File: src/rtl/apb_mem_completer.sv
// APB completer backed by a word-addressed register memory.
// Programmable wait states; out-of-range addresses are answered with pslverr.
module apb_mem_completer #(
    parameter int AW          = 8,
    parameter int DW          = 8,
    parameter int DEPTH       = 64,
    parameter int WAIT_STATES = 0
) (
    input  logic          pclk,
    input  logic          presetn,
    input  logic          psel,
    input  logic          penable,
    input  logic          pwrite,
    input  logic [AW-1:0] paddr,
    input  logic [DW-1:0] pwdata,
    output logic [DW-1:0] prdata,
    output logic          pready,
    output logic          pslverr
);

    localparam int            IW      = (DEPTH > 1) ? $clog2(DEPTH) : 1;
    localparam logic [AW:0]   DEPTH_L = DEPTH[AW:0];
    localparam logic [3:0]    WS_L    = WAIT_STATES[3:0];

    typedef enum logic {IDLE, ACCESS} state_t;

    state_t          state_q;
    logic [3:0]      wcnt_q;
    logic            err_q;
    logic [DW-1:0]   prdata_q;
    logic [DW-1:0]   mem_q [DEPTH];

    logic [IW-1:0]   idx;
    logic            addr_err;
    logic            mem_we;

    // Full-width compare so upper address bits can never alias into the array.
    assign idx      = paddr[IW-1:0];
    assign addr_err = ({1'b0, paddr} >= DEPTH_L);

    assign pready   = (state_q == ACCESS) && (wcnt_q == 4'd0);
    assign pslverr  = pready && err_q;
    assign prdata   = prdata_q;
    assign mem_we   = pready && psel && penable && pwrite && !err_q;

    always_ff @(posedge pclk or negedge presetn) begin
        if (!presetn) begin
            state_q  <= IDLE;
            wcnt_q   <= 4'd0;
            err_q    <= 1'b0;
            prdata_q <= '0;
        end else begin
            case (state_q)
                IDLE: begin
                    if (psel && !penable) begin
                        state_q <= ACCESS;
                        wcnt_q  <= WS_L;
                        err_q   <= addr_err;
                        // Read data is fetched at setup so it is stable for the whole access phase.
                        if (!pwrite) begin
                            prdata_q <= addr_err ? '0 : mem_q[idx];
                        end
                    end
                end
                ACCESS: begin
                    if (!psel) begin
                        state_q <= IDLE;
                    end else if (penable) begin
                        if (wcnt_q != 4'd0) begin
                            wcnt_q <= wcnt_q - 4'd1;
                        end else begin
                            state_q <= IDLE;
                        end
                    end
                end
                default: state_q <= IDLE;
            endcase
        end
    end

    always_ff @(posedge pclk or negedge presetn) begin
        if (!presetn) begin
            for (int i = 0; i < DEPTH; i++) begin
                mem_q[i] <= '0;
            end
        end else if (mem_we) begin
            mem_q[idx] <= pwdata;
        end
    end

endmodule
File: config.mk
export PLATFORM = sky130hd
export DESIGN_NAME = apb_mem_completer
export DESIGN_NICKNAME = d
export VERILOG_FILES = /design/src/rtl/apb_mem_completer.sv
export SDC_FILE = /design/constraint.sdc
export NUM_CORES = 1
export LEC_CHECK = 0
export CAP_MARGIN = 20
export CORE_MARGIN = 5
export CORE_UTILIZATION = 57
export CTS_CLUSTER_DIAMETER = 150
export DETAILED_ROUTE_END_ITERATION = 7
export GPL_TIMING_DRIVEN = 0
export MAX_ROUTING_LAYER = met4
export PLACE_DENSITY = 0.76
export SLEW_MARGIN = 10
export SYNTH_ARGS = -nofsm -noshare
export SYNTH_HDL_FRONTEND = slang
export SYNTH_SLANG_ARGS = --single-unit
File: constraint.sdc
create_clock -name pclk -period 2.5 [get_ports pclk]
set_input_delay 0.25 -clock pclk [delete_from_list [all_inputs] [get_ports pclk]]
set_output_delay 0.25 -clock pclk [all_outputs]
set_load 0.05 [all_outputs]
# Word-level counts from Yosys, hierarchy flattened
# Index checks and enable logic that the tools add are counted.
# op_classes
addsub	1
magnitude_cmp	3
n_eq_ne	4
mux	17
n_bitwise	3
reduce_logical	15
# ops
operator	n
bitwise mux 512 bit	1
binary-select mux 8 bit (select 6 bit)	1
demux 8 bit (select 6 bit)	1
two-way mux 8 bit	4
two-way mux 4 bit	4
greater-or-equal comparator 8 x 7 -> 1 bit, second input constant	1
logical AND 1 bit	8
one-hot mux 4 bit (2 select lines)	1
greater-or-equal comparator 7 bit, second input constant	1
less-than comparator 7 x 1 -> 1 bit, second input constant	1
inverter 6 -> 7 bit	1
inequality test 2 bit, second input constant	3
logical NOT 4 bit	1
two-way mux 1 bit	4
AND reduction 4 bit	1
nonzero test 4 bit	1
subtractor 4 x 1 -> 4 bit, second input constant	1
AND reduction 3 bit	1
logical NOT 1 bit	2
inequality test 2 x 1 -> 1 bit, second input constant	1
inverter 1 bit	2
one-hot mux 1 bit (2 select lines)	1
AND reduction 2 bit	1
# totals
ff_bits	526
inputBits	21
word_cells	111

# Longest topological paths before layout
# Gate-level depths: netlist of the first run.
# logic_depth
depth_word	6
ltp_mapped	9

# Worst setup path before layout of the first run
# No wires, ideal clock.
# synth_path
path_kind	reg2reg
from	register wcnt_q[0]
to	register mem_q[144] in the netlist's numbering
setup_ns	0.125
arrival_ns	2.639
required_ns	2.375
path_slack_ns	-0.264
stages_incl_launch_ff	9
path_buffers	0
period_less_slack_ns	2.764
cell_sequence	dfrtp_1 inv_1 ha_1 or3b_1 or4_4 nor2_4 nand2_4 nor2_2 mux2_2
# synth_via
elab_chain_len	6
# synth_rtl
item	line	source
start, declared	28	logic [3:0] wcnt_q;
start signal, assigned	70	wcnt_q <= wcnt_q - 4'd1;
logical NOT 4 bit	41	assign pready = (state_q == ACCESS) && (wcnt_q == 4'd0);
logical AND 1 bit	41	
logical AND 1 bit (4 in series)	44	assign mem_we = pready && psel && penable && pwrite && !err_q;
end signal, assigned by index	87	mem_q[idx] <= pwdata;
end, declared	31	logic [DW-1:0] mem_q [DEPTH];
# Every way passes these cells.
# A chain may end at the register's enable or synchronous reset.

# Worst setup path after layout of the first run
# layout_path
from	input paddr[3]
to	register mem_q[437] in the netlist's numbering
# layout_via
elab_chain_len	6
word_cells_on_any_way	7
# layout_rtl
item	line	source
start, declared	14	input logic [AW-1:0] paddr,
inverter 6 -> 7 bit (implied by the code) *	87	
greater-or-equal comparator 7 bit (implied by the code) / less-than comparator 7 x 1 -> 1 bit (equally long branches)	87	
logical AND 1 bit (implied by the code)	87	
two-way mux 8 bit (implied by the code)	87	
demux 8 bit (select 6 bit) *	87	
bitwise mux 512 bit *	87	
# Mark *: on every way between the ends. The rest lies on a longest branch, timed or not.

==> results of run 1 <==
==> through the flow <==
| stage | cell area, µm² | TNS, ns |
|---|---|---|
| 6_report | 30200 | -72.89 |
| 5_1_grt | 30200 | -92.70 |
| 4_1_cts | 29900 | -121.85 |
| 3_5_place_dp | 25400 | -523.34 |
| 3_3_place_gp | 25200 | - |
| 2_1_floorplan | 24400 | -30.40 |
==> state kept, by name, indices dropped and copies added (netlist names) <==
signal   cells
err_q        1
state_q      1
mem_q      512
prdata       8
wcnt_q       4
==> power groups by stage <==
stage                     clock network [mW]  registers [mW]  logic, mW
final                                   8.56            8.66       1.74
after global routing                    8.96            8.66       1.81
after CTS                               8.57            8.66       1.66
after detailed placement                   0            8.81       1.50
after global placement                     0            8.83       1.44
after floorplan                            0            8.83      0.754
==> how the worst max path moves through the flow <==
stage,to,depth (start not counted)
3_5_place_dp,prdata[2],10
5_1_grt,mem_q[403],10
4_1_cts,mem_q[403],10
6_report,mem_q[437],6
2_1_floorplan,mem_q[426],9
3_3_place_gp,mem_q[403],1
==> critical path: stages <==
cell and delay (ns):
sky130_fd_sc_hd__clkdlybuf4s50_1 0.67, sky130_fd_sc_hd__clkbuf_1 0.45, sky130_fd_sc_hd__nor3b_1 0.95, sky130_fd_sc_hd__buf_2 0.40, sky130_fd_sc_hd__nand2_8 0.15, sky130_fd_sc_hd__mux2_4 0.33
==> synthesized netlist by cell type, drive strengths merged (7+ instances only) <==
| cell type | number |
|---|---|
| a21oi | 37 |
| a221o | 70 |
| a221oi | 48 |
| a22o | 10 |
| a22oi | 7 |
| buf | 34 |
| clkbuf | 108 |
| dfrtp | 526 |
| mux2 | 513 |
| mux2i | 116 |
| nand2 | 58 |
| nor2 | 46 |
| nor4 | 7 |
| o211ai | 7 |
| o21ai | 25 |
| o221ai | 7 |
| o22a | 14 |
| o22ai | 58 |
| o2bb2ai | 8 |
| or2 | 9 |
==> layer usage <==
metal  vias to the layer above  GRT usage
met5                         -          -
met1                      9108      0.448
met3                       293     0.0748
li1                       6934          -
met2                       970      0.525
met4                         0      0.188
==> cell type report <==
type | instances | area [µm²] | share of cell area
Sequential cell | 526 | 13200 | 0.436
Multi-Input combinational cell | 1083 | 12300 | 0.408
Clock inverter | 17 | 210 | 0.00696
Timing Repair Buffer | 95 | 1430 | 0.0472
Inverter | 5 | 20.0 | 0.000663
Buffer | 140 | 686 | 0.0227
Clock buffer | 83 | 1690 | 0.0561
Tap cell | 539 | 674 | 0.0223
==> kinds of logic after synthesis <==
| logic type | synth area share |
|---|---|
| adder cells (fa/ha/maj) | 0.000519 |
| AND/OR/NAND/NOR | 0.0422 |
| flip-flops | 0.546 |
| AO/OA/AOI/OAI | 0.0948 |
| multiplexers | 0.293 |
| buffers and inverters | 0.0232 |
==> what timing repair did <==
action                     in CTS  in global routing
gates resized for setup       461                 68
setup buffers                  65                  1
hold endpoints to repair      214                  0
setup endpoints to repair     522                522
pin swaps                      40                 27
hold buffers                    1                  0
==> results.txt, run 1 <==
The flow ran to the end, but the final reports show violations. The tightest min-delay check is of the input port to async pin type. For this run, design rule violations remaining after detail routing come to 0. Across every metal layer, demand over resource in global routing totals 0.349. The average footprint of a synthesized cell came out at 13.7 µm². Summed over all cells, the static leakage comes to 14.1 nW. For this run, the register share of the synthesized area comes to 0.546. sky130_fd_sc_hd__dfrtp_1 takes more of the synthesized area than any other cell. The global-route wire length before repair is 119 mm.

In the detailed route, the total length drawn on met2 is 36.9 mm. The number of inserted diodes came out at 0. The start-to-end type of the worst setup path is input port to flip-flop. The worst setup path is launched from an input port. The number of instances in the placed design came out at 2322.

The post-route met1 wirelength came out at 32.5 mm. The core utilization of the finished layout is 0.721. The tightest hold margin came out at 0.0940 ns. The arrival time of the worst setup path came out at ~3.2 ns. The maximum fanout along the worst path came out at 10. The start point of the critical path is paddr[3]. The insertion delay to the later sink of the worst-skew pair came out at 0.61 ns.

The number of standard-cell rows in the floorplan came out at 75. The clock passes through at most 3 buffers. The combinational group share of total power is 0.092. The via count of the first global-routing pass is 18215.

The clock period minus worst slack is 2.73 ns. In the detailed route, the total length drawn on met3 is 6.92 mm. The switching portion of total power came out at 0.246. In the layout the commonest cells are sky130_fd_sc_hd__dfrtp_1 (526), sky130_fd_sc_hd__mux2_4 (293), sky130_fd_sc_hd__mux2_2 (220). The number of routed nets with antenna violations is 0.

The cell depth of the worst flop-to-flop path came out at 10. The power dissipated by switching net loads came out at between 4 and 5 mW. For this run the aggregate overflow at the end of global routing stands at 0. The count of input and output buffers is 20.

The slack of the worst reg-to-reg path is -0.22 ns. The boundary pin count came out at 31. The overall power is 19.0 mW. Yosys mapped the design onto 48 distinct sky130hd cell types.

The post-synthesis instance area is ~0.024 mm². The die covers 0.0465 mm². Counting the fill cells in the layout gives between 2000 and 3000. The area growth from synthesis to layout is 25.2%. The area share of the leading cell type in the synthesized netlist came out at 0.546. The HPWL reported at the end of detailed placement is about 52 mm. The post-route clock skew is 0.0101 ns.

In the final routed layout, each cell accounts on average for roughly 33 µm. Among all flip-flop cells after synthesis, the most frequent one is sky130_fd_sc_hd__dfrtp_1. In the final layout, the share of cells above drive strength 1 is 0.448.

Synthesis produced a netlist whose cell count is 1756. The H-tree generated during clock tree synthesis spans 2 levels. Clock tree synthesis inserted a total of 54 buffers. The number of violations reported at the end of detailed-routing iteration 0 is 2010. Leaving out fill and tap cells, the most frequent cell in the layout is sky130_fd_sc_hd__dfrtp_1. Timing analysis after detailed placement gives a worst setup slack of -2.50 ns. The number of max-cap violations is 0. The power density of the placed cells is approximately 630 mW/mm². The final count of negative-setup-slack endpoints is 513. The final estimated routing congestion in global placement came out at a little over 1. The first-pass iteration count of the detailed router is 7.

The initial antenna violation count is 0. The data required time of the worst path came out at approximately 3.0 ns. The total area inside the core boundary comes to 0.0419 mm². Entering global routing, the biggest net connects 116 pins. The worst slew slack as a fraction of its limit came out at 0.173. The internal power came out at 14.3 mW.

The max-slew violation count is 0. After synthesis, the cell types taking the most area are sky130_fd_sc_hd__dfrtp_1 (55%), sky130_fd_sc_hd__mux2_2 (23%), sky130_fd_sc_hd__mux2i_1 (4.8%). The checks that failed: negative setup slack. For this block, the routed nets add up to 81.2 mm of wire.

TritonCTS built the clock tree. The part of the power in the clock network came out at 0.451. The effective utilization at floorplan is 0.576.

The register bit count reported by yosys is 526. The count of clock tree sinks is around 530. The sequential cell fraction of total power is 0.457. The worst setup path is captured at a flip-flop.

Synthesis produced a netlist with a net count of between 1500 and 2000. The count of flip-flops with a built-in enable after synthesis came out at 0. After detailed routing, the number of vias per cell comes to 6.96. After clock tree synthesis, the clock-pin slew on the worst setup and hold paths is roughly 0.060 ns. Signal routing reaches up to met4.

Setup repair after global routing could not meet its margin everywhere. The worst register-to-register path begins at wcnt_q[1]. Timing would allow up to between 300 and 400 MHz. The pin slew with the least headroom to its limit came out at ~1.2 ns. Measured along the x axis, the die boundary spans 216 µm. The root buffer cell is sky130_fd_sc_hd__clkbuf_16. The die height is 216 µm. The number of endpoints with negative hold slack in the final report was 0. The final net count came out at 1927. The post-layout instance count excluding filler cells came out at 2488.

The total via count after detailed routing is 17305. The period utilization is 1.09. The post-route worst setup slack is -0.231 ns. The share of flip-flops with an asynchronous set or reset came out at 1.00. The worst register-to-register path ends at mem_q[150]. Yosys printed 0 warnings. The largest vdd supply drop is approximately 0.00050 V.
Power figures use the tool's default switching activity.
==> run 2: changes to the inputs <==
--- a/config.mk
+++ b/config.mk
@@ -13,6 +13,7 @@
 export GPL_TIMING_DRIVEN = 0
 export MAX_ROUTING_LAYER = met4
 export PLACE_DENSITY = 0.76
+export RECOVER_POWER = 50
 export SLEW_MARGIN = 10
 export SYNTH_ARGS = -nofsm -noshare
 export SYNTH_HDL_FRONTEND = slang
==> results.txt, run 2 (synthesized netlist as in run 1, its figures left out) <==
Outcome: finished, violations left (unchanged). Violated checks: negative setup slack (unchanged). The count of input and output buffers was 20 (unchanged). The number of max-cap violations came to 0 (unchanged). The number of violations reported at the end of detailed-routing iteration 0 is 2096 (was 2010).

The signed area change from the synthesized netlist to the final layout came out at 25.0% (was 25.2%). Most frequent cells in the layout: sky130_fd_sc_hd__dfrtp_1 (526), sky130_fd_sc_hd__mux2_4 (293), sky130_fd_sc_hd__mux2_2 (220) (unchanged). The insertion delay to the later sink of the worst-skew pair is 0.61 ns (about the same). The total via count after detailed routing came out at 17352 (was 17305).

The total overflow reported by the global router is 0 (unchanged). The pin slew with the least headroom to its limit came out at 1.32 ns (was 1.24 ns). The power density of the placed cells was 629 mW/mm² (was 628 mW/mm²). The ratio of cells with drive above 1 in the final layout came out at 0.448 (about the same). The worst slew slack as a fraction of its limit came out at 0.122 (was 0.173). The final estimated routing congestion in global placement came out at 1.01 (unchanged). The core utilization of the finished layout is 0.720 (was 0.721). The post-route worst setup slack came out at -0.243 ns (was -0.231 ns). The number of endpoints with negative hold slack in the final report is 0 (unchanged). The clock transition at the registers of the reported paths came out at 0.06 ns (about the same). Cells traversed along the worst timing path: clkdlybuf4s50_1 -> clkbuf_1 -> nor3b_1 -> buf_2 -> nand2_8 -> mux2_4 (unchanged). The highest-delay cell along the critical path is sky130_fd_sc_hd__nor3b_1 (unchanged). The maximum clock path buffer count is 3 (unchanged). The total wire length came to 81.2 mm (about the same). Setup repair after global routing missed its margin: yes (unchanged).

The die height is 216 µm (unchanged). The boundary pin count came out at 31 (unchanged). The number of routed nets with antenna violations was 0 (unchanged). The CTS H-tree depth came out at 2 (unchanged). The start-to-end type of the worst setup path is input port to flip-flop (unchanged). The register with the highest flop count is mem_q (unchanged).

The final net count came out at 1927 (unchanged). The largest net degree at the start of global routing is 116 (unchanged). The routed length per instance is 32.7 µm (about the same).

The vias per cell came to 6.97 (was 6.96). The via count of the first global-routing pass came out at 18215 (unchanged). The root buffer cell is sky130_fd_sc_hd__clkbuf_16 (unchanged).

The HPWL reported at the end of detailed placement came out at 52.5 mm (unchanged). The TritonCTS clock tree was done (unchanged). The peak clock frequency supported by timing is 365 MHz (was 366 MHz).

The overall die width came out at 216 µm (unchanged). The kind of start point of the critical path is an input port (unchanged). The number of instances in the placed design came to 2322 (unchanged). The worst hold path class is input port to flip-flop (was input port to async pin). The post-layout instance count excluding filler cells is 2488 (unchanged). The count of clock tree sinks is 526 (unchanged). The maximum fanout along the worst path is 10 (unchanged). The first-pass iteration count of the detailed router is 5 (was 7). The arrival time of the worst setup path was 3.22 ns (was 3.21 ns). The cell class contributing the biggest share of worst-path delay was buffers and inverters (unchanged). The max-slew violation count is 0 (unchanged). The total global routing track utilization is 0.349 (unchanged). The number of inserted diodes was 0 (unchanged).

The overall power is 19.0 mW (about the same). The effective utilization at floorplan is 0.576 (unchanged). The core region area came out at 0.0419 mm² (unchanged). The period utilization is 1.10 (was 1.09).

The most common library cell in the layout ignoring fill and taps was sky130_fd_sc_hd__dfrtp_1 (unchanged). The largest incremental delay on the critical path is 0.96 ns (was 0.95 ns). The final count of negative-setup-slack endpoints is 513 (unchanged).

The number of standard-cell rows in the floorplan is 75 (unchanged). The flip-flop count of the largest register, all copies and words added is 512 (unchanged). The type of destination of the critical path is a flip-flop (unchanged).

The largest vdd supply drop is 0.000501 V (about the same). The post-route clock skew came out at 0.0124 ns (was 0.0101 ns). The combined buffer and inverter count along the critical path came to 3 (unchanged). The number of buffers created by CTS came out at 54 (unchanged). The global-route wire length before repair came to 119 mm (unchanged).

The remaining design rule violation count is 0 (unchanged). The static leakage came out at 14.1 nW (about the same). The initial antenna violation count came out at 0 (unchanged). The data required time of the worst path is 2.98 ns (about the same). The area of the die is 0.0465 mm² (unchanged). The clock period minus worst slack came out at 2.74 ns (was 2.73 ns).
-- run 2: through the flow --
stage	setup WS, ns	instance area, µm²	hold WS [ns]	setup TNS, ns
6_report	-0.243	30100	0.0832	-75.49
5_1_grt	-0.253	30100	0.113	-92.70
4_1_cts	-0.303	29900	0.0743	-121.85
3_3_place_gp	-21.08	25200	0.463	-
3_5_place_dp	-2.50	25400	0.125	-523.34
2_1_floorplan	-0.115	24400	-0.0456	-30.40
-- run 2: path summary, 6_finish.rpt --
path	cells past startpoint	slack [ns]	end	startpoint
max	6	-0.24	mem_q[437]	paddr[3]
min	2	0.08	wcnt_q[2]	penable
max reg2reg	10	-0.23	mem_q[218]	wcnt_q[1]
min reg2reg	2	0.49	prdata[3]	prdata[3]
max in group asynchronous	4	0.36	mem_q[263]	presetn
min in group asynchronous	2	0.09	mem_q[88]	presetn
-- run 2: report_power, final --
| group | switching, mW | total (mW) | internal, mW |
|---|---|---|---|
| combinational | 1.20 | 1.73 | 0.526 |
| sequential | 0.0634 | 8.66 | 8.60 |
| clock | 3.40 | 8.56 | 5.16 |
-- run 2: per-layer routing --
metal	vias up	wire length, µm	GRT usage
met4	0	5000	0.188
met2	974	36800	0.525
met3	292	7180	0.0748
li1	6927	-	-
met5	-	0	-
met1	9159	32300	0.448
-- run 2: final cells by class --
cell class | instances | area, µm²
plain buffers | 140 | 686
repair buffers | 95 | 1380
well taps | 539 | 674
flip-flops and latches | 526 | 13200
clock inverters | 17 | 210
multi-input cells | 1083 | 12300
inverters | 5 | 20.0
clock buffers | 83 | 1690
fillers | 2613 | 11700
-- run 2: timing repair --
item	in CTS	in global routing
hold endpoints to repair	214	0
endpoints found under the setup margin	522	522
resized for setup	461	68
pin swaps	40	27
buffers inserted	65	1
hold buffers	1	0
==> run 3: changes to the inputs <==
--- a/config.mk
+++ b/config.mk
@@ -7,12 +7,12 @@
 export LEC_CHECK = 0
 export CAP_MARGIN = 20
 export CORE_MARGIN = 5
-export CORE_UTILIZATION = 57
+export CORE_UTILIZATION = 62
 export CTS_CLUSTER_DIAMETER = 150
 export DETAILED_ROUTE_END_ITERATION = 7
 export GPL_TIMING_DRIVEN = 0
 export MAX_ROUTING_LAYER = met4
-export PLACE_DENSITY = 0.76
+export PLACE_DENSITY = 0.79
 export RECOVER_POWER = 50
 export SLEW_MARGIN = 10
 export SYNTH_ARGS = -nofsm -noshare
==> constraint.sdc (replaced) <==
create_clock -name pclk -period 2.8 [get_ports pclk]
set_input_delay 0.28 -clock pclk [delete_from_list [all_inputs] [get_ports pclk]]
set_output_delay 0.28 -clock pclk [all_outputs]
set_load 0.05 [all_outputs]
==> results.txt, run 3 (synthesized netlist as in run 1, its figures left out) <==
The switching portion of total power came out at 0.246 (about the same). The total global routing track utilization came out at 0.357 (was 0.349). The pin slew with the least headroom to its limit came out at 1.10 ns (was 1.32 ns). The final net count was 1916 (was 1927). The overall power is 16.6 mW (was 19.0 mW). The count of clock tree sinks is 526 (unchanged). The TritonCTS clock tree is done (unchanged). Outcome: finished, violations left (unchanged). The total met2 wirelength after detailed routing was 34.3 mm (was 36.8 mm). The final estimated routing congestion in global placement is 1.01 (about the same). The post-route met1 wirelength was 29.1 mm (was 32.3 mm).

The number of violations reported at the end of detailed-routing iteration 0 came out at 2113 (was 2096). The largest incremental delay on the critical path came out at 0.63 ns (was 0.96 ns). The register with the highest flop count is mem_q (unchanged). The signed area change from the synthesized netlist to the final layout is 17.6% (was 25.0%).

The part of the power in the clock network is 0.445 (was 0.452). The max-slew violation count is 0 (unchanged). The most common library cell in the layout ignoring fill and taps is sky130_fd_sc_hd__dfrtp_1 (unchanged). The total wire length is 75.7 mm (was 81.2 mm). The maximum clock path buffer count is 3 (unchanged). The internal power is 12.5 mW (was 14.3 mW). The count of input and output buffers came to 20 (unchanged). The number of max-cap violations is 0 (unchanged). The worst hold path class is input port to async pin (was input port to flip-flop). The area of the die is 0.0429 mm² (was 0.0465 mm²). The overall die width came out at 207 µm (was 216 µm). The root buffer cell is sky130_fd_sc_hd__clkbuf_16 (unchanged). The top layer reached by signal wires is met4 (unchanged). The number of endpoints with negative hold slack in the final report came out at 0 (unchanged).

Setup repair after global routing missed its margin: yes (unchanged). Violated checks: negative setup slack (unchanged). The HPWL reported at the end of detailed placement was 50.0 mm (was 52.5 mm). The number of buffers created by CTS is 54 (unchanged). The total overflow reported by the global router is 0 (unchanged).

The remaining design rule violation count is 0 (unchanged). The maximum fanout along the worst path is 10 (unchanged). The highest-delay cell along the critical path is sky130_fd_sc_hd__clkdlybuf4s50_1 (was sky130_fd_sc_hd__nor3b_1). The post-route clock skew is 0.0188 ns (was 0.0124 ns). The clock period minus worst slack came out at around 2.9 ns. The die height is 207 µm (was 216 µm). The routed length per instance is 30.8 µm (was 32.7 µm). The combinational group share of total power is 0.089 (was 0.091). The number of inserted filler cells in the final layout came to 2486 (was 2613). The routed wire length on met3 is 8.16 mm (was 7.18 mm). The total via count after detailed routing came to 17064 (was 17352).

Cells traversed along the worst timing path: clkdlybuf4s50_1 -> buf_2 -> or2_2 -> buf_2 -> o22ai_1 -> a21oi_1 -> o22ai_1 -> nor4_4 -> o21ai_0 (was clkdlybuf4s50_1 -> clkbuf_1 -> nor3b_1 -> buf_2 -> nand2_8 -> mux2_4). The number of standard-cell rows in the floorplan is 72 (was 75). The sequential cell fraction of total power came to 0.466 (was 0.457).

The CTS H-tree depth is 2 (unchanged). The vias per cell is 6.94 (was 6.97). The type of destination of the critical path is a flip-flop (unchanged). The kind of start point of the critical path is an input port (unchanged). Most frequent cells in the layout: sky130_fd_sc_hd__dfrtp_1 (526), sky130_fd_sc_hd__mux2_2 (447), sky130_fd_sc_hd__mux2i_1 (116) (was sky130_fd_sc_hd__dfrtp_1 (526), sky130_fd_sc_hd__mux2_4 (293), sky130_fd_sc_hd__mux2_2 (220)). The final count of negative-setup-slack endpoints is 57 (was 513).

The ratio of cells with drive above 1 in the final layout came out at 0.414 (was 0.448). The via count of the first global-routing pass came out at 17607 (was 18215). Based on the critical path, the design can be clocked at up to approximately 350 MHz.

The boundary pin count is 31 (unchanged). The start-to-end type of the worst setup path is input port to flip-flop (unchanged). The arrival time of the worst setup path is 3.33 ns (was 3.22 ns). The initial antenna violation count is 3 (was 0).

The number of routed nets with antenna violations came out at 0 (unchanged). The core utilization of the finished layout came out at 0.735 (was 0.720). The period utilization came out at 1.02. The effective utilization at floorplan came out at 0.625 (was 0.576). The worst slew slack as a fraction of its limit is 0.265 (was 0.122). The power dissipated by switching net loads is 4.09 mW (was 4.67 mW). The first-pass iteration count of the detailed router came to 6 (was 5). The static leakage is 13.8 nW (was 14.1 nW).

The insertion delay to the later sink of the worst-skew pair was 0.62 ns (was 0.61 ns). The largest vdd supply drop was 0.000512 V (was 0.000501 V). The largest net degree at the start of global routing is 119 (was 116). The flip-flop count of the largest register, all copies and words added came to 512 (unchanged). The data required time of the worst path came out at 3.27 ns (was 2.98 ns).

The core region area is 0.0386 mm² (was 0.0419 mm²). The post-route worst setup slack is -0.0665 ns (was -0.243 ns). The power density of the placed cells came out at 585 mW/mm² (was 629 mW/mm²). The global-route wire length before repair is 113 mm (was 119 mm). The clock transition at the registers of the reported paths came out at 0.06 ns (about the same).
-- run 3: cell types whose count changed in the layout (fill, tap and decap cells not counted), sizes merged --
cell / delta
buf: -8
bufinv: -2
clkbuf: -1
clkdlybuf4s15: +1
clkdlybuf4s50: +2
clkinv: -6
diode: +4
dlygate4sd2: +1
dlymetal6s2s: -1
inv: +1
-- run 3: worst paths after layout --
| check | cells after the start | slack (ns) | start | to |
|---|---|---|---|---|
| worst min register to register | 1 | 0.49 | mem_q[15] | mem_q[15] |
| worst max-delay path | 9 | -0.07 | paddr[1] | prdata[2] |
| worst min-delay path | 2 | 0.09 | presetn | mem_q[64] |
| max in group asynchronous | 5 | 0.43 | presetn | mem_q[362] |
| worst max register to register | 9 | -0.04 | wcnt_q[0] | mem_q[75] |
| min in group pclk | 2 | 0.12 | penable | wcnt_q[2] |
-- run 3: per-stage QoR --
| step | instances | TNS, ns | cell area, µm² | hold WS (ns) | setup WS, ns |
|---|---|---|---|---|---|
| finish | 2458 | -0.703 | 28400 | 0.0888 | -0.0665 |
| global route | 2457 | -6.34 | 28400 | 0.111 | -0.0816 |
| CTS | 2449 | -0.101 | 28000 | 0.0731 | -0.0187 |
| detailed placement | 2300 | -372.54 | 25100 | 0.115 | -2.03 |
| global placement | 2294 | - | 25000 | 0.463 | -20.71 |
| floorplan | 1756 | 0 | 24100 | -0.0156 | 0.0363 |
-- run 3: layer usage --
layer  GRT usage  up-vias
met5           -        -
met4       0.174        0
met3       0.102      287
met2       0.526      996
met1       0.459     8901
li1            -     6880
-- run 3: power groups by stage --
stage	Clock (mW)	Sequential (mW)	Combinational, mW
floorplan	0	7.88	0.641
global placement	0	7.88	1.23
detailed placement	0	7.87	1.29
CTS	7.41	7.73	1.38
global route	7.69	7.74	1.54
finish	7.39	7.73	1.47
-- run 3: critical path, delay by kind of cell --
kind | cells | cell delay, ns
simple gates | 2 | 0.67
buf+inv | 3 | 1.43
compound gates | 4 | 0.94
-- run 3: area by class of cell --
type                            count  area (µm²)  share of cell area
Sequential cell                   526       13200               0.464
Multi-Input combinational cell   1083       10900               0.384
Clock buffer                       88        1690              0.0597
Timing Repair Buffer               84        1200              0.0424
Tap cell                          518         648              0.0229
Buffer                            140         607              0.0214
Clock inverter                     10         131             0.00463
Inverter                            5        18.8            0.000662
Antenna cell                        4        10.0            0.000353
-- run 3: what timing repair did --
action	CTS	global route
setup endpoints to repair	522	315
buffers inserted	52	3
hold buffers	1	0
hold endpoints to repair	129	0
gates resized for setup	93	101
pin swaps	38	11
